## src/rtl/mips_pkg.sv

```systemverilog
// Shared definitions for the MIPS pipeline: opcodes, instruction field slices
// and the ID/EX pipeline register layout.
package mips_pkg;

    localparam int XLEN   = 32;
    localparam int REG_AW = 5;

    localparam logic [5:0] OP_RTYPE = 6'h00;
    localparam logic [5:0] OP_ADDI  = 6'h08;
    localparam logic [5:0] OP_LW    = 6'h23;
    localparam logic [5:0] OP_SW    = 6'h2B;
    localparam logic [5:0] OP_BEQ   = 6'h04;

    localparam int OP_HI  = 31;
    localparam int OP_LO  = 26;
    localparam int RS_HI  = 25;
    localparam int RS_LO  = 21;
    localparam int RT_HI  = 20;
    localparam int RT_LO  = 16;
    localparam int RD_HI  = 15;
    localparam int RD_LO  = 11;
    localparam int IMM_HI = 15;
    localparam int IMM_LO = 0;

    typedef struct packed {
        logic              valid;
        logic [XLEN-1:0]   pc;
        logic [XLEN-1:0]   rs_data;
        logic [XLEN-1:0]   rt_data;
        logic [XLEN-1:0]   imm;
        logic [REG_AW-1:0] rs;
        logic [REG_AW-1:0] rt;
        logic [REG_AW-1:0] dest;
        logic              reg_write;
        logic              is_load;
        logic [5:0]        opcode;
    } id_ex_t;

    // Opcodes whose rt field is a source operand (and so can create a load-use hazard).
    function automatic logic reads_rt(input logic [5:0] op);
        return (op == OP_RTYPE) || (op == OP_SW) || (op == OP_BEQ);
    endfunction

endpackage

```

## src/rtl/operand_bypass.sv

```systemverilog
// Selects one ID operand: $0 reads as zero, a same-cycle writeback wins over
// the register file value.
module operand_bypass #(
    parameter int DW = 32,
    parameter int AW = 5
) (
    input  logic [AW-1:0] field,
    input  logic [DW-1:0] rf_data,
    input  logic          wb_en,
    input  logic [AW-1:0] wb_reg,
    input  logic [DW-1:0] wb_data,
    output logic [DW-1:0] operand
);

    always_comb begin
        operand = rf_data;
        if (field == '0) begin
            operand = '0;
        end else if (wb_en && (wb_reg == field)) begin
            operand = wb_data;
        end
    end

endmodule

```

## src/rtl/id_ex_stage.sv

```systemverilog
// ID stage decode, writeback bypass and load-use detection, feeding the ID/EX
// pipeline register; also counts stall cycles (saturating).
module id_ex_stage
    import mips_pkg::*;
#(
    parameter int DW    = 32,
    parameter int AW    = 5,
    parameter int CNT_W = 16
) (
    input  logic             clk,
    input  logic             rst_n,
    input  logic             id_valid,
    input  logic [DW-1:0]    id_instr,
    input  logic [DW-1:0]    id_pc,
    output logic [AW-1:0]    rf_read_reg_1,
    output logic [AW-1:0]    rf_read_reg_2,
    input  logic [DW-1:0]    rf_read_data_1,
    input  logic [DW-1:0]    rf_read_data_2,
    input  logic             wb_write_en,
    input  logic [AW-1:0]    wb_write_reg,
    input  logic [DW-1:0]    wb_write_data,
    input  logic             flush,
    output logic             id_stall,
    output logic             ex_valid,
    output logic [DW-1:0]    ex_pc,
    output logic [DW-1:0]    ex_rs_data,
    output logic [DW-1:0]    ex_rt_data,
    output logic [DW-1:0]    ex_imm,
    output logic [AW-1:0]    ex_rs,
    output logic [AW-1:0]    ex_rt,
    output logic [AW-1:0]    ex_dest,
    output logic             ex_reg_write,
    output logic             ex_is_load,
    output logic [5:0]       ex_opcode,
    output logic [CNT_W-1:0] stall_count
);

    logic [5:0]       opcode;
    logic [AW-1:0]    rs, rt, rd;
    logic [DW-1:0]    rs_data, rt_data;
    logic [AW-1:0]    dest;
    logic             reg_write;
    logic             is_load;
    logic             hazard;
    id_ex_t           ex_d, ex_q;
    logic [CNT_W-1:0] stall_cnt_d, stall_cnt_q;

    assign opcode = id_instr[OP_HI:OP_LO];
    assign rs     = id_instr[RS_HI:RS_LO];
    assign rt     = id_instr[RT_HI:RT_LO];
    assign rd     = id_instr[RD_HI:RD_LO];

    assign rf_read_reg_1 = rs;
    assign rf_read_reg_2 = rt;

    operand_bypass #(.DW(DW), .AW(AW)) u_bypass_rs (
        .field   (rs),
        .rf_data (rf_read_data_1),
        .wb_en   (wb_write_en),
        .wb_reg  (wb_write_reg),
        .wb_data (wb_write_data),
        .operand (rs_data)
    );

    operand_bypass #(.DW(DW), .AW(AW)) u_bypass_rt (
        .field   (rt),
        .rf_data (rf_read_data_2),
        .wb_en   (wb_write_en),
        .wb_reg  (wb_write_reg),
        .wb_data (wb_write_data),
        .operand (rt_data)
    );

    always_comb begin
        dest      = '0;
        reg_write = 1'b0;
        is_load   = 1'b0;
        case (opcode)
            OP_RTYPE: begin
                dest      = rd;
                reg_write = 1'b1;
            end
            OP_ADDI: begin
                dest      = rt;
                reg_write = 1'b1;
            end
            OP_LW: begin
                dest      = rt;
                reg_write = 1'b1;
                is_load   = 1'b1;
            end
            default: ;
        endcase
        // Writes to $0 are architecturally discarded.
        if (dest == '0) begin
            reg_write = 1'b0;
        end
    end

    always_comb begin
        hazard = ex_q.valid && ex_q.is_load && id_valid && (ex_q.dest != '0) &&
                 ((ex_q.dest == rs) || ((ex_q.dest == rt) && reads_rt(opcode)));
    end

    assign id_stall = hazard && !flush;

    always_comb begin
        ex_d = '0;
        if (!(flush || hazard)) begin
            ex_d.valid     = id_valid;
            ex_d.pc        = id_pc;
            ex_d.rs_data   = rs_data;
            ex_d.rt_data   = rt_data;
            ex_d.imm       = {{(DW-16){id_instr[IMM_HI]}}, id_instr[IMM_HI:IMM_LO]};
            ex_d.rs        = rs;
            ex_d.rt        = rt;
            ex_d.dest      = dest;
            ex_d.reg_write = reg_write && id_valid;
            ex_d.is_load   = is_load && id_valid;
            ex_d.opcode    = opcode;
        end
    end

    always_comb begin
        stall_cnt_d = stall_cnt_q;
        if (id_stall && (stall_cnt_q != '1)) begin
            stall_cnt_d = stall_cnt_q + CNT_W'(1);
        end
    end

    always_ff @(posedge clk or negedge rst_n) begin
        if (!rst_n) begin
            ex_q        <= '0;
            stall_cnt_q <= '0;
        end else begin
            ex_q        <= ex_d;
            stall_cnt_q <= stall_cnt_d;
        end
    end

    assign ex_valid     = ex_q.valid;
    assign ex_pc        = ex_q.pc;
    assign ex_rs_data   = ex_q.rs_data;
    assign ex_rt_data   = ex_q.rt_data;
    assign ex_imm       = ex_q.imm;
    assign ex_rs        = ex_q.rs;
    assign ex_rt        = ex_q.rt;
    assign ex_dest      = ex_q.dest;
    assign ex_reg_write = ex_q.reg_write;
    assign ex_is_load   = ex_q.is_load;
    assign ex_opcode    = ex_q.opcode;
    assign stall_count  = stall_cnt_q;

endmodule
```

## config.mk

```make
export PLATFORM = sky130hd
export DESIGN_NAME = id_ex_stage
export DESIGN_NICKNAME = d
export VERILOG_FILES = /design/src/rtl/mips_pkg.sv /design/src/rtl/operand_bypass.sv /design/src/rtl/id_ex_stage.sv
export SDC_FILE = /design/constraint.sdc
export NUM_CORES = 1
export LEC_CHECK = 0
export ABC_AREA = 1
export CAP_MARGIN = 5
export CELL_PAD_IN_SITES_DETAIL_PLACEMENT = 1
export CELL_PAD_IN_SITES_GLOBAL_PLACEMENT = 2
export CORE_ASPECT_RATIO = 1.1
export CORE_MARGIN = 2
export CORE_UTILIZATION = 23
export DETAILED_ROUTE_END_ITERATION = 16
export MAX_ROUTING_LAYER = met4
export PLACE_DENSITY = 0.84
export SLEW_MARGIN = 20
export SYNTH_ARGS = -nofsm -noshare
export SYNTH_HDL_FRONTEND = slang
export SYNTH_SLANG_ARGS = --single-unit
```

## constraint.sdc

```tcl
create_clock -name clk -period 2.8 [get_ports clk]
set_input_delay 0.56 -clock clk [delete_from_list [all_inputs] [get_ports clk]]
set_output_delay 0.56 -clock clk [all_outputs]
set_load 0.02 [all_outputs]
```

==> results.cfg <==
[critical_path]
cp.arrival_ns = 2.07
r2r-start = ex_dest[3]
worstSetupEndpointType = primary output
r2r_cells = 9
worstSetupPathType = primary input to primary output
r2r_slack_ns = 0.81
startpoint_type = primary input
worstPathMaxFanout = 3
reg2reg_to = ex_rs_data[13]
crit_required_ns = 2.24

[placement]
dp_hpwl_um = 21000
gp_congestion = 0.816
dpl_worst_slack_ns = -0.291
io_buffers = 348
placed_area_um2 = 10800

[logic_synthesis]
syn_nets = 932
syn_area_um2 = 6730
yosys.cell_count.top_type = dfrtp_1
post-synth-top-area-fraction_pct = 56.5
seq_area_frac_synth_pct = 56.5
synth_edf_count = 0
yosysTopAreaCell = dfrtp_1
async_flop_share_pct = 100
yosysWarnings = 0
yosys-top-cells-area = dfrtp_1, nand4_1, nand2_1
synth_common_cells = dfrtp_1, nand2_1, nor2_1
postSynthAreaPerCell_um2 = 8.85
synth_ff_type = dfrtp_1
ys_types = 28
synthCells = 761
ys_ff_latch = 152

[pwr]
powerDensity_nw_per_um2 = 519
p_leak_nw = 5.18
vdd_ir_drop_max_mv = 0.266

[grt]
grt.overflow.total = 0
busiest_layer = met2
use_met1_pct = 21.7
grtUsageMet3_pct = 6.07
grt_pass1_vias = 7345
grt_usage_pct = 18.9
grt_pass1_wl_um = 42800
grt_max_degree = 59
grt_use_met2_pct = 31.6
antenna_found_initial = 3

[cells_and_area]
regArea_um2 = 3800
stdcell_area_um2 = 11400
nFillCells = 3294
final_nets = 1276
multi_input_area_um2 = 2270
syn2layout_area_growth_pct = 69.8
drive_gt1_share_pct = 8.96

[timing]
worstMarginPinSlew_ns = 0.517
fmax_ghz = 0.381
timing.final.max_slew_violations = 0
finalHoldViolations = 0
setup_violations = 0
rsz0062_at_grt = false
fin_crit_ns = 2.63
finalCritPeriodShare_pct = 93.8
clock_skew_ns = 0.0127
slew_headroom_pct = 65.5
worst_slack_ns = 0.173

[floorplanning]
rows = 65
die-area_um2 = 30700
io_pins = 349
die_h_um = 183
core-area_um2 = 28700
start_util_pct = 23.5
die_x_um = 167

[route]
ant_nets = 0
vias_per_cell = 4.57
drc = 0
totalWireLength_um = 28400
vias = 6804
wl_per_cell_um = 19.1
drt_pass1_iterations = 4
drtIter0Drc = 302

[clocking]
cts-root-buf = clkbuf_16
clockBufferDepth = 2
cts_max_level = 4
cts_tree = built
clk_pin_slew_worst_paths_ns = 0.06
hold_buffers = 0
worst_skew_pair.late_latency_ns = 0.43
clock_sinks = 152
numCtsBuffers = 17

[status]
status = complete, no violations

[min_path]
hp-class = primary input to async pin

[flow_run]
cap_violations = 0
## placed cells by master, fill, tap and decap left out, drive strengths merged
cell type and n:
xnor2 13, nand4 83, clkinv 4, clkdlybuf4s50 346, inv 88, o21ai 5
bufinv 4, a21oi 68, nand2 136, nand3 24, a22oi 5, clkbuf 21
xor2 5, nand3b 1, buf 47, clkinvlp 1, diode 4, nor2 99
dfrtp 152, nor3 7, ha 1, o22ai 6
## kinds of logic after synthesis
family	share of synthesized area [%]
fa+ha+maj	0.186
simple gates	23.7
flops	56.5
xor+xnor	2.34
buf+inv	10.6
compound gates	6.60
## report_power, final
| group | internal, mW | total (mW) | switching [mW] |
|---|---|---|---|
| sequential | 2.30 | 2.33 | 0.0342 |
| combinational | 0.540 | 1.11 | 0.572 |
| clock | 1.55 | 2.49 | 0.941 |
## worst max-delay path by stage
stage / slack (ns) / cells past startpoint / end / start
CTS: 0.06 / 10 / id_stall / id_instr[21]
global placement: -0.29 / 10 / id_stall / id_instr[21]
global route: 0.04 / 10 / id_stall / id_instr[31]
finish: 0.17 / 10 / id_stall / id_instr[21]
floorplan: 0.75 / 7 / id_stall / id_instr[31]
detailed placement: -0.29 / 10 / id_stall / id_instr[21]
## through the flow
| stage | cells | hold slack [ns] | setup TNS (ns) | utilization [%] | total power [mW] |
|---|---|---|---|---|---|
| after floorplan | 761 | 0.264 | 0 | - | 2.77 |
| after global placement | 1454 | 0.520 | -0.293 | 37.7 | 3.48 |
| after detailed placement | 1454 | 0.541 | -0.291 | 37.7 | 3.50 |
| after CTS | 1484 | 0.0872 | 0 | 39.8 | 6.03 |
| after global routing | 1487 | 0.108 | 0 | 39.8 | 6.19 |
| final | 1488 | 0.0846 | 0 | 39.8 | 5.94 |
## registers in the layout (all words and copies together) (netlist names)
register	flops
ex_valid	1
ex_dest	5
ex_rs_data	32
ex_pc	32
ex_rs	5
ex_reg_write	1
stall_count	16
ex_rt_data	32
ex_imm	16
ex_is_load	1
ex_rt	5
ex_opcode	6
## metal layers
metal	share of wire (%)	wire, um	up-vias
li1	-	-	3144
met1	41	11600	3370
met2	50	14100	252
met3	7.2	2060	38
met4	2.3	644	0
met5	0	0	-
## critical path, stage by stage
cell and delay, ns:
clkdlybuf4s50_1 0.59, inv_1 0.09, nand2_1 0.06, nand2_1 0.05, nor2_1 0.11, nand4_1 0.12
o21ai_2 0.11, nand2_1 0.10, nor2_1 0.09, buf_2 0.18
## what timing repair did
item,4_1_cts,5_1_grt
gates resized for setup,3,1
setup endpoints to repair,1,1
endpoints found under the hold margin,0,0
buffers inserted,0,0
## area by class of cell
class                      instances  share of cell area [%]
antenna                            4                  0.0876
clock buffer                      21                    4.12
sequential                       152                    33.3
multi-input combinational        453                    19.8
tap                              368                    4.03
clock inverter                     9                    1.29
inverter                          88                    2.89
timing repair buffer             393                    34.5
(Power assumes the default switching activity.)
